[src/rtl/act_data_loader_pkg.sv]
// ============================================================================
//  Module   : act_data_loader_pkg
//  Purpose  : Shared widths, FSM encoding and address helper for the loaders.
//  Revision : 1.0 - initial release
// ============================================================================
`default_nettype none

package act_data_loader_pkg;

    localparam int ADDR_W = 26;
    localparam int DATA_W = 32;
    localparam int FEAT_W = 16;
    localparam int DIM_W  = 11;

    localparam logic signed [DATA_W:0] SAT_MAX = 33'sd32767;

    typedef enum logic [2:0] {
        S_IDLE = 3'd0,
        S_LB   = 3'd1,
        S_LIF  = 3'd2,
        S_SOF  = 3'd3,
        S_DONE = 3'd4,
        S_END  = 3'd5
    } state_t;

    // Word offset of element (c,h,w) in a channel-major feature map, mod 2^ADDR_W.
    function automatic logic [ADDR_W-1:0] elem_off(
        input logic [DIM_W-1:0] c,
        input logic [DIM_W-1:0] h,
        input logic [DIM_W-1:0] w,
        input logic [DIM_W-1:0] hh,
        input logic [DIM_W-1:0] ww
    );
        logic [ADDR_W-1:0] cx, hx, wx, hhx, wwx;
        cx  = {{(ADDR_W-DIM_W){1'b0}}, c};
        hx  = {{(ADDR_W-DIM_W){1'b0}}, h};
        wx  = {{(ADDR_W-DIM_W){1'b0}}, w};
        hhx = {{(ADDR_W-DIM_W){1'b0}}, hh};
        wwx = {{(ADDR_W-DIM_W){1'b0}}, ww};
        return cx * hhx * wwx + hx * wwx + wx;
    endfunction

endpackage

`default_nettype wire

[src/rtl/act_quant.sv]
// ============================================================================
//  Module   : act_quant
//  Purpose  : Bias add, arithmetic right shift, ReLU and 16-bit saturation.
//  Revision : 1.0 - initial release
// ============================================================================
`default_nettype none

module act_quant
    import act_data_loader_pkg::*;
(
    input  logic [DATA_W-1:0] acc,
    input  logic [FEAT_W-1:0] bias,
    input  logic [4:0]        shift,
    output logic [FEAT_W-1:0] y
);

    logic signed [DATA_W:0] sum;
    logic signed [DATA_W:0] shifted;

    // One guard bit keeps accumulator + bias exact before the shift.
    always_comb begin
        sum     = $signed({acc[DATA_W-1], acc})
                + $signed({{(DATA_W-FEAT_W+1){bias[FEAT_W-1]}}, bias});
        shifted = sum >>> shift;
        y       = shifted[FEAT_W-1:0];
        if (shifted[DATA_W]) begin
            y = '0;
        end else if (shifted > SAT_MAX) begin
            y = 16'h7FFF;
        end
    end

endmodule

`default_nettype wire

[src/rtl/act_data_loader.sv]
// ============================================================================
//  Module   : act_data_loader
//  Purpose  : Streams conv accumulators through act_quant into activation memory.
//  Revision : 1.0 - initial release
// ============================================================================
`default_nettype none

module act_data_loader
    import act_data_loader_pkg::*;
(
    input  logic              clk,
    input  logic              rst,
    input  logic [DIM_W-1:0]  C,
    input  logic [DIM_W-1:0]  H,
    input  logic [DIM_W-1:0]  W,
    input  logic [ADDR_W:0]   ifaddr,
    input  logic [ADDR_W:0]   baddr,
    input  logic [ADDR_W:0]   ofaddr,
    input  logic [4:0]        shift,
    output logic              rvalid,
    input  logic              rready,
    output logic [ADDR_W-1:0] raddr,
    input  logic [DATA_W-1:0] rdata,
    output logic              wvalid,
    input  logic              wready,
    output logic [ADDR_W-1:0] waddr,
    output logic [DATA_W-1:0] wdata,
    output logic              done
);

    state_t            state;
    logic [DIM_W-1:0]  c, h, w;
    logic [DIM_W-1:0]  nc, nh, nw;
    logic [FEAT_W-1:0] bias;
    logic [FEAT_W-1:0] y;
    logic              chan_change;
    logic              last_elem;
    logic [ADDR_W-1:0] cur_off, nxt_off;
    logic              unused_addr_msb;

    // Sums wrap at ADDR_W bits, so the top address bit never contributes.
    assign unused_addr_msb = ^{ifaddr[ADDR_W], baddr[ADDR_W], ofaddr[ADDR_W]};

    act_quant u_quant (
        .acc   (rdata),
        .bias  (bias),
        .shift (shift),
        .y     (y)
    );

    always_comb begin
        nw          = w + 11'd1;
        nh          = h;
        nc          = c;
        chan_change = 1'b0;
        last_elem   = 1'b0;
        if (w == W - 11'd1) begin
            nw = '0;
            nh = h + 11'd1;
            if (h == H - 11'd1) begin
                nh          = '0;
                nc          = c + 11'd1;
                chan_change = 1'b1;
                last_elem   = (c == C - 11'd1);
            end
        end
        cur_off = elem_off(c, h, w, H, W);
        nxt_off = elem_off(nc, nh, nw, H, W);
    end

    always_ff @(posedge clk) begin
        if (!rst) begin
            state  <= S_IDLE;
            rvalid <= 1'b0;
            wvalid <= 1'b0;
            raddr  <= '0;
            waddr  <= '0;
            wdata  <= '0;
            done   <= 1'b0;
            c      <= '0;
            h      <= '0;
            w      <= '0;
            bias   <= '0;
        end else begin
            case (state)
                S_IDLE: begin
                    if (C == '0 || H == '0 || W == '0) begin
                        done  <= 1'b1;
                        state <= S_DONE;
                    end else begin
                        rvalid <= 1'b1;
                        raddr  <= baddr[ADDR_W-1:0] + {{(ADDR_W-DIM_W){1'b0}}, c};
                        state  <= S_LB;
                    end
                end
                // rvalid stays high: the bias handshake rolls straight into the element read.
                S_LB: begin
                    if (rready) begin
                        bias  <= rdata[FEAT_W-1:0];
                        raddr <= ifaddr[ADDR_W-1:0] + cur_off;
                        state <= S_LIF;
                    end
                end
                S_LIF: begin
                    if (rready) begin
                        rvalid <= 1'b0;
                        wvalid <= 1'b1;
                        waddr  <= ofaddr[ADDR_W-1:0] + cur_off;
                        wdata  <= {{(DATA_W-FEAT_W){1'b0}}, y};
                        state  <= S_SOF;
                    end
                end
                S_SOF: begin
                    if (wready) begin
                        wvalid <= 1'b0;
                        c      <= nc;
                        h      <= nh;
                        w      <= nw;
                        if (last_elem) begin
                            done  <= 1'b1;
                            state <= S_DONE;
                        end else if (chan_change) begin
                            rvalid <= 1'b1;
                            raddr  <= baddr[ADDR_W-1:0] + {{(ADDR_W-DIM_W){1'b0}}, nc};
                            state  <= S_LB;
                        end else begin
                            rvalid <= 1'b1;
                            raddr  <= ifaddr[ADDR_W-1:0] + nxt_off;
                            state  <= S_LIF;
                        end
                    end
                end
                S_DONE: begin
                    done  <= 1'b0;
                    state <= S_END;
                end
                S_END: begin
                    state <= S_END;
                end
                default: begin
                    state <= S_IDLE;
                end
            endcase
        end
    end

endmodule

`default_nettype wire

[config.mk]
export PLATFORM = sky130hd
export DESIGN_NAME = act_data_loader
export DESIGN_NICKNAME = d
export VERILOG_FILES = /design/src/rtl/act_data_loader_pkg.sv /design/src/rtl/act_quant.sv /design/src/rtl/act_data_loader.sv
export SDC_FILE = /design/constraint.sdc
export NUM_CORES = 2
export LEC_CHECK = 0
export CORE_MARGIN = 2
export CORE_UTILIZATION = 25
export DETAILED_ROUTE_END_ITERATION = 10
export GPL_TIMING_DRIVEN = 0
export MAX_ROUTING_LAYER = met4
export PLACE_DENSITY = 0.52
export SETUP_SLACK_MARGIN = 0.5
export SLEW_MARGIN = 20
export SYNTH_ARGS = -nofsm -noshare
export SYNTH_HDL_FRONTEND = slang
export SYNTH_HIERARCHICAL = 1
export SYNTH_SLANG_ARGS = --single-unit
[constraint.sdc]
create_clock -name clk -period 31.3 [get_ports clk]
set_clock_uncertainty 0.05 [all_clocks]
set_input_delay 7.825 -clock clk [delete_from_list [all_inputs] [get_ports clk]]
set_output_delay 7.825 -clock clk [all_outputs]
set_load 0.02 [all_outputs]
==> reports/qor.csv <==
metric,value,unit
top-count cell post-synth,inv_1,
"EDFF count, synth",0,
Worst path slowest cell,xnor2_1,
synth cell count leaders,"inv_1, nand2_1, fa_1",
starting density of the core,25.1,%
Avg WL per Cell,21.0,um
Achievable Freq,0.0401,GHz
WP data required,31.66,ns
prevailing post-synth register cell,dfxtp_1,
TritonCTS clock tree,done,
busiest metal layer after global routing,met2,
"Hold-fix buffers, CTS",0,
largest net degree at the start of global routing,19,
Final Max Tran Viols,0,
"Setup violations, final",0,
Synth Area in Simple Gates,19.2,%
Synth Area in Adders,45.8,%
die footprint,190000,um2
Yosys cell types,131,
largest family of logic cells by synthesized area,adder cells,
met2 Use GR,30.8,%
CP Launch Type,input port,
GR Util met3,2.05,%
chip height,436,um
Worst Max-Slew Pin Slew,1.11,ns
Iter 0 DRT Violations,3185,
Synth Register Bits,123,
Final Cycle Share,79.7,%
routed vias,40387,
routability cong.,0.932,
nets,7322,
global route overflow,0,
CP Capture Type,flip-flop,
LEAKAGE,0.0239,uW
vias in the first global route,41190,
hold path cells,2,
Total GRT Usage,19.0,%
Fill cells,20262,
hold slack,0.405,ns
mux share of post-synthesis cell area,1.19,%
drt first pass iters,6,
post-synthesis sequential area ratio,5.28,%
"top cells by area, synth","fa_1, ha_1, inv_1",
CP Max Fanout,10,
cells on worst reg2reg path,51,
"most used cell, CP",fa_1,
final wirelength,177,mm
row count,158,
Reg2Reg Setup Slack,14.85,ns
hold crit path type,flip-flop to flip-flop,
CP max stage delay,0.84,ns
IO Port Bufs,207,
Synth Instances,5672,
Residual DRC,0,
first-pass GRT wire length,265,mm
met1 usage,24.9,%
initial antenna violation count,21,
Synth top area share,32.9,%
synthesized cell area,46600,um2
final setup TNS,0,ns
share of cells above drive strength 1,3.99,%
H-tree levels,4,
Root Buffer,clkbuf_16,
Power Density,19.5,nW/um2
status,"complete, no violations",
max cap viols,0,
complex-gate fraction of the synthesized area,12.1,%
Final min period,24.96,ns
relative slew slack,25.3,%
kind of critical path,input port to flip-flop,
Final Total Pwr,1030,uW
post-DP HPWL,151,mm
final antenna-violating net count,0,
Clock Pin Slew Worst Setup and Hold Paths,0.06,ns
reg-to-reg critical path startpoint,w[0],
clock sink total,123,
post-cts sizing count,0,
synth warn,6,
syn avg cell area,8.22,um2
"FFs w/ async S/R, synth",0,%
Hold Crit Start,waddr[9],
largest area contributor in the netlist,fa_1,
clock latency on the worst-skew pair,0.48,ns
core area,185000,um2
via/cell ratio,4.79,
Area Overhead vs Synth,13.0,%
maximum VDD drop,44.5,uV
Die W,436,um
Final Hold Viols,0,
Hold EP,waddr[9],
XOR/XNOR share of the synthesized area,5.32,%
Bufs on Longest Clock Path,2,
I/O pin count,242,
RSZ-0062 raised after global routing,false,
arrival time at the worst endpoint,25.32,ns
R2R Path End,raddr[25],
post-CTS setup buffers,0,
Inserted Clock Buffers,17,
[worst max-delay path by stage]
stage / start / end / slack (ns) / depth (start not counted)
2_1_floorplan: W[0] / raddr[25] / 10.32 / 59
3_5_place_dp: H[1] / raddr[25] / 6.05 / 56
3_3_place_gp: H[1] / raddr[25] / 5.82 / 55
5_1_grt: W[4] / raddr[25] / 5.92 / 55
6_report: W[4] / raddr[25] / 6.34 / 53
4_1_cts: H[1] / raddr[25] / 6.49 / 56
[cells in the final DEF, fill, tap and decap left out, drive strengths merged, types with 26 or more instances in the layout]
| cell type | instances |
|---|---|
| nor3 | 60 |
| xor2 | 98 |
| clkdlybuf4s50 | 207 |
| buf | 88 |
| nor2 | 262 |
| nand3 | 78 |
| o211ai | 55 |
| a21oi | 252 |
| nand4 | 36 |
| a21o | 68 |
| ha | 478 |
| and2 | 379 |
| o21a | 32 |
| inv | 999 |
| and3 | 41 |
| xnor2 | 173 |
| nor2b | 42 |
| mux2i | 36 |
| clkbuf | 255 |
| a31oi | 26 |
| o21ai | 151 |
| a211oi | 64 |
| fa | 767 |
| dfxtp | 123 |
| nand2 | 819 |
| nand2b | 32 |
[layer usage]
| layer | vias to the layer above | wire length, um |
|---|---|---|
| met5 | - | 0 |
| met4 | 0 | 5750 |
| met3 | 220 | 9940 |
| met2 | 1262 | 83800 |
| met1 | 20468 | 77200 |
| li1 | 18437 | - |
[per-stage QoR]
stage / utilization (%) / instances / setup slack (ns) / instance area, um2
after floorplan: - / 5687 / 10.32 / 46700
after global placement: 28.0 / 8374 / 5.82 / 51800
after detailed placement: 28.1 / 8383 / 6.05 / 52100
after CTS: 28.4 / 8415 / 6.49 / 52600
after global routing: 28.4 / 8424 / 5.92 / 52600
final: 28.4 / 8428 / 6.34 / 52700
[report_power, final]
part / switching (uW) / internal, uW
Sequential: 6.66 / 166
Clock: 94.6 / 105
Combinational: 413 / 243
[state kept, by name (all words and copies together), names as in the netlist]
register  flops
raddr        26
wvalid        1
h            11
done          1
bias         16
c            11
wdata        16
waddr        26
rvalid        1
w            11
state         3
[worst max-delay path: cells and delay by family]
family	cells	cell delay, ns
buf+inv	11	2.60
fa+ha+maj	14	6.48
compound gates	11	3.17
xor+xnor	6	2.37
simple gates	11	2.84
[area by class of cell]
type	instances	area [um2]	area share, %
diodes	13	32.5	0.0618
plain buffers	316	1430	2.71
clock buffers	19	443	0.841
clock inverters	13	111	0.211
inverters	997	3740	7.11
multi-input cells	4251	39100	74.3
flip-flops and latches	123	2460	4.68
well taps	2480	3100	5.89
repair buffers	216	2190	4.16
[kinds of logic (layout without fill, tap and decap cells)]
logic type               Yosys count  in the layout
multiplexers                      48             48
other                              2             30
buffers and inverters           1313           1561
AND/OR/NAND/NOR                 1839           1839
XOR/XNOR                         275            275
adder cells (fa/ha/maj)         1245           1245
AO/OA/AOI/OAI                    827            827
flip-flops                       123            123
Power figures use the tool's default switching activity.
